### src/rtl/parking_gate_arbiter.sv
// Parking gate arbiter: shares one gate between entry and exit lanes,
// tracks lot occupancy and aborts grants that stall past a timeout.
module parking_gate_arbiter #(
    parameter int CAPACITY = 8,
    parameter int CNT_W    = 4,
    parameter int TIMEOUT  = 32
) (
    input  logic             clk,
    input  logic             rst,
    input  logic             req_entry,
    input  logic             req_exit,
    input  logic             gate_done,
    output logic             grant_entry,
    output logic             grant_exit,
    output logic [CNT_W-1:0] occupancy,
    output logic             lot_full,
    output logic             timeout_alarm
);

    localparam int TW = $clog2(TIMEOUT + 1);
    localparam logic [CNT_W-1:0] CAP = CNT_W'(CAPACITY);
    localparam logic [TW-1:0] T_LAST = TW'(TIMEOUT - 1);

    typedef enum logic [1:0] {
        IDLE,
        SERVE_ENTRY,
        SERVE_EXIT,
        ABORT
    } state_t;

    state_t           state;
    logic [TW-1:0]    timer;
    logic             last_exit;
    logic             abort_exit;
    logic             entry_ok;
    logic             exit_ok;
    logic             pick_entry;
    logic             abort_req;
    logic [CNT_W-1:0] occ_inc;
    logic [CNT_W-1:0] occ_dec;

    assign entry_ok   = req_entry & ~lot_full;
    assign exit_ok    = req_exit & (occupancy != '0);
    // On a tie the lane not served last wins
    assign pick_entry = entry_ok & (~exit_ok | last_exit);
    assign abort_req  = abort_exit ? req_exit : req_entry;

    assign occ_inc = (occupancy == CAP) ? occupancy
                                        : occupancy + CNT_W'(1);
    assign occ_dec = (occupancy == '0) ? occupancy
                                       : occupancy - CNT_W'(1);

    always_ff @(posedge clk or negedge rst) begin
        if (!rst) begin
            state         <= IDLE;
            timer         <= '0;
            last_exit     <= 1'b1;
            abort_exit    <= 1'b0;
            grant_entry   <= 1'b0;
            grant_exit    <= 1'b0;
            occupancy     <= '0;
            lot_full      <= 1'b0;
            timeout_alarm <= 1'b0;
        end else begin
            unique case (state)
                IDLE: begin
                    timer <= '0;
                    if (pick_entry) begin
                        state       <= SERVE_ENTRY;
                        grant_entry <= 1'b1;
                    end else if (exit_ok) begin
                        state      <= SERVE_EXIT;
                        grant_exit <= 1'b1;
                    end
                end
                SERVE_ENTRY: begin
                    if (gate_done) begin
                        occupancy   <= occ_inc;
                        lot_full    <= (occ_inc == CAP);
                        last_exit   <= 1'b0;
                        grant_entry <= 1'b0;
                        state       <= IDLE;
                    end else if (!req_entry) begin
                        grant_entry <= 1'b0;
                        state       <= IDLE;
                    end else if (timer == T_LAST) begin
                        grant_entry   <= 1'b0;
                        abort_exit    <= 1'b0;
                        timeout_alarm <= 1'b1;
                        state         <= ABORT;
                    end else begin
                        timer <= timer + TW'(1);
                    end
                end
                SERVE_EXIT: begin
                    if (gate_done) begin
                        occupancy  <= occ_dec;
                        lot_full   <= (occ_dec == CAP);
                        last_exit  <= 1'b1;
                        grant_exit <= 1'b0;
                        state      <= IDLE;
                    end else if (!req_exit) begin
                        grant_exit <= 1'b0;
                        state      <= IDLE;
                    end else if (timer == T_LAST) begin
                        grant_exit    <= 1'b0;
                        abort_exit    <= 1'b1;
                        timeout_alarm <= 1'b1;
                        state         <= ABORT;
                    end else begin
                        timer <= timer + TW'(1);
                    end
                end
                ABORT: begin
                    if (!abort_req) begin
                        state <= IDLE;
                    end
                end
            endcase
        end
    end

endmodule
### config.mk
export PLATFORM = sky130hd
export DESIGN_NAME = parking_gate_arbiter
export DESIGN_NICKNAME = d
export VERILOG_FILES = /design/src/rtl/parking_gate_arbiter.sv
export SDC_FILE = /design/constraint.sdc
export NUM_CORES = 1
export LEC_CHECK = 0
export CORE_UTILIZATION = 44
export DETAILED_ROUTE_END_ITERATION = 10
export SLEW_MARGIN = 20
export SYNTH_ARGS = -nofsm -noshare
export SYNTH_HDL_FRONTEND = slang
export SYNTH_SLANG_ARGS = --single-unit
export TNS_END_PERCENT = 100
### constraint.sdc
create_clock -name clk -period 3.35 [get_ports clk]
set_clock_uncertainty 0.1 [all_clocks]
set_input_delay 0.335 -clock clk [delete_from_list [all_inputs] [get_ports clk]]
set_output_delay 0.335 -clock clk [all_outputs]
set_load 0.01 [all_outputs]
==> flow_metrics.py <==
metrics = {
    "sta": {
        "fin_setup_tns_ps": 0,
        "max_freq_ghz": 0.403,
        "drv_slew": 0,
        "relSlewSlack_pct": 47.1,
        "worstMarginPinSlew_ps": 791,
        "rsz0062_at_grt": "false",
        "post-route-min-period_ps": 2480,
        "hold_violations": 0,
        "setup_viol": 0,
        "finalCritPeriodShare_pct": 74.1,
    },
    "cts": {
        "root_buffer": "clkbuf_4",
        "cts_tree": "built",
        "cts_buffer_depth": 2,
        "numCtsBuffers": 3,
        "cts_htree_levels": 1,
        "clock_sinks": 18,
        "clkLatencyLatePin_ps": 290,
        "path_clk_slew_ps": 110,
        "postCtsHoldBufs": 0,
        "postCtsSetupBuffers": 0,
        "post_cts_resized": 0,
    },
    "global_route": {
        "antenna_found_initial": 0,
        "grt_usage_pct": 20.7,
        "grt_pass1_vias": 929,
        "grt_pass1_wl_mm": 4.43,
        "grt-ovfl-total": 0,
        "grt_max_degree": 21,
    },
    "floorplan": {
        "die_h_um": 55.1,
        "core_area_um2": 2570,
        "die_w_um": 55.1,
        "ioPinCount": 13,
        "start_util_pct": 48.3,
        "rows": 18,
        "die_area_um2": 3030,
    },
    "logic_synthesis": {
        "syn_nets": 144,
        "synthCells": 132,
        "synthesis.area_um2": 1240,
        "synth_edf_count": 0,
        "ys_seq_area_share_pct": 36.4,
        "ys_warn_count": 0,
        "ys_seq_elements": 18,
        "ys_async_sr_fraction_pct": 100,
        "synth.avg_cell_area_um2": 9.39,
        "synth_ff_type": "dfrtp_1",
        "ys_types": 50,
    },
    "layout": {
        "fin_nets": 155,
        "fill_cells": 229,
        "stdcell_count": 172,
        "syn_to_final_growth_pct": 13.0,
        "antennaDiodeCount": 0,
        "drive_above_1_share_pct": 8.45,
    },
    "hold_path": {
        "hold_depth": 1,
        "hold_path_end": "timeout_alarm$_DFFE_PN0P_",
        "worstHoldStart": "timeout_alarm$_DFFE_PN0P_",
        "hold_path_class": "reg -> reg",
    },
    "power_and_ir_drop": {
        "peakVddDrop_mv": 0.453,
        "p_per_area_nw_per_um2": 821,
        "p_leak_nw": 0.571,
    },
    "worst_setup_path": {
        "end_kind": "flip-flop",
        "r2r-end": "grant_exit$_DFFE_PN0P_",
        "critPathLaunchType": "flip-flop",
        "required_ps": 3440,
        "path_class": "reg -> reg",
        "r2r_start": "occupancy[1]$_DFFE_PN0P_",
        "rrSetupSlack_ps": 870,
        "reg2reg_depth": 6,
        "crit_slowest_cell": "dfrtp_1",
        "worstPathCellList": "inv_1 > ha_1 > nor3b_1 > o21ai_0 > nor4b_1 > mux2_2",
        "critPathMaxFanout": 8,
        "worst-endpoint-arrival_ps": 2570,
        "cp_slowest_stage_delay_ps": 480,
    },
    "drt": {
        "wl_mm": 2.77,
        "routedWlPerCell_um": 16.1,
        "dr_total_vias": 1040,
        "drc_errors": 0,
        "drt_iter0_markers": 16,
        "ant_nets": 0,
        "firstDrtPassIters": 4,
        "vias_per_cell": 6.05,
    },
    "job": {
        "drv_cap": 0,
    },
    "place": {
        "place_congestion": 0.793,
        "port-buffer-count": 12,
        "dpl.hpwl_mm": 1.98,
        "placedCellCount": 168,
    },
    "outcome": {
        "status": "finished, final reports clean",
    },
}
[through the flow]
| stage | setup WS (ps) | hold slack, ps | instance area, um^2 | utilization [%] | power, mW |
|---|---|---|---|---|---|
| finish | 869 | 369 | 1400 | 54.6 | 1.15 |
| floorplan | 1140 | -60.6 | 1240 | - | 0.831 |
| CTS | 846 | 375 | 1400 | 54.6 | 1.15 |
| global placement | 899 | 347 | 1370 | 53.2 | 1.00 |
| global route | 612 | 428 | 1400 | 54.6 | 1.25 |
| detailed placement | 859 | 348 | 1370 | 53.2 | 1.01 |
[layout by cell type (no fill, tap or decap), types with 3 or more instances in the layout]
cell | Yosys | final
inv_1 | 8 | 8
clkbuf_4 | 0 | 3
a21oi_1 | 10 | 10
o31ai_1 | 7 | 7
o21ai_0 | 8 | 8
dfrtp_1 | 17 | 17
nand3_1 | 4 | 4
a22oi_1 | 3 | 3
nor2_1 | 5 | 5
clkdlybuf4s50_1 | 0 | 12
or4_1 | 4 | 4
nand2_1 | 6 | 6
ha_1 | 7 | 7
[worst max path at each step]
stage | startpoint | end | slack (ps)
3_3_place_gp | occupancy[0]$_DFFE_PN0P_ | grant_exit$_DFFE_PN0P_ | 900
2_1_floorplan | occupancy[0]$_DFFE_PN0P_ | grant_exit$_DFFE_PN0P_ | 1140
4_1_cts | occupancy[0]$_DFFE_PN0P_ | grant_exit$_DFFE_PN0P_ | 850
6_report | occupancy[1]$_DFFE_PN0P_ | grant_exit$_DFFE_PN0P_ | 870
5_1_grt | occupancy[1]$_DFFE_PN0P_ | grant_exit$_DFFE_PN0P_ | 610
3_5_place_dp | occupancy[0]$_DFFE_PN0P_ | grant_exit$_DFFE_PN0P_ | 860
[cell usage after synthesis, types with 3 or more instances]
master / instances / area (um^2)
dfrtp_1: 17 / 425
a21oi_1: 10 / 50.1
inv_1: 8 / 30.0
o21ai_0: 8 / 40.0
ha_1: 7 / 87.6
o31ai_1: 7 / 52.6
nand2_1: 6 / 22.5
nor2_1: 5 / 18.8
nand3_1: 4 / 20.0
or4_1: 4 / 30.0
a22oi_1: 3 / 22.5
[report_power, final]
part | switching (mW) | internal (mW)
registers | 0.100 | 0.286
clock network | 0.0699 | 0.0661
logic | 0.339 | 0.290
[worst max-delay path, delay by kind of cell, from the launching register on]
family                     cells  cell delay (ps)
and+or+nand+nor                2              600
DFF                            1              480
AOI/OAI and AO/OA              1              390
muxes                          1              380
adders and majority gates      1              290
buffers and inverters          1              130
[metal layers]
layer	up-vias	wire, um	share of wire (%)	global-route usage [%]
li1	527	-	-	-
met1	499	1360	49	29.0
met2	12	1330	48	34.1
met3	2	65	2.3	2.46
met4	0	13	0.47	3.75
met5	-	0	0	0
[state kept, by name, summed over array words and instances, names as in the netlist]
name           flops
abort_exit         1
grant_entry        1
grant_exit         1
last_exit          1
lot_full           1
occupancy          4
state              2
timeout_alarm      1
timer              6
[logic make-up (layout without fill, tap and decap cells)]
kind of cell | Yosys count | in the layout | synth area share, %
DFF | 18 | 18 | 36.4
adders and majority gates | 7 | 7 | 7.06
and+or+nand+nor | 37 | 37 | 18.7
xor gates and xnor gates | 2 | 2 | 1.41
muxes | 4 | 4 | 3.43
AOI/OAI and AO/OA | 50 | 50 | 28.0
buffers and inverters | 14 | 24 | 5.05
[layout make-up]
class                   instances  area [um^2]  area share, %
multi-input cells             100          726           51.8
flip-flops and latches         18          452           32.2
repair buffers                 12          120           8.57
well taps                      30         37.5           2.68
clock buffers                   4         36.3           2.59
inverters                       8         30.0           2.14
(Power assumes the default switching activity.)
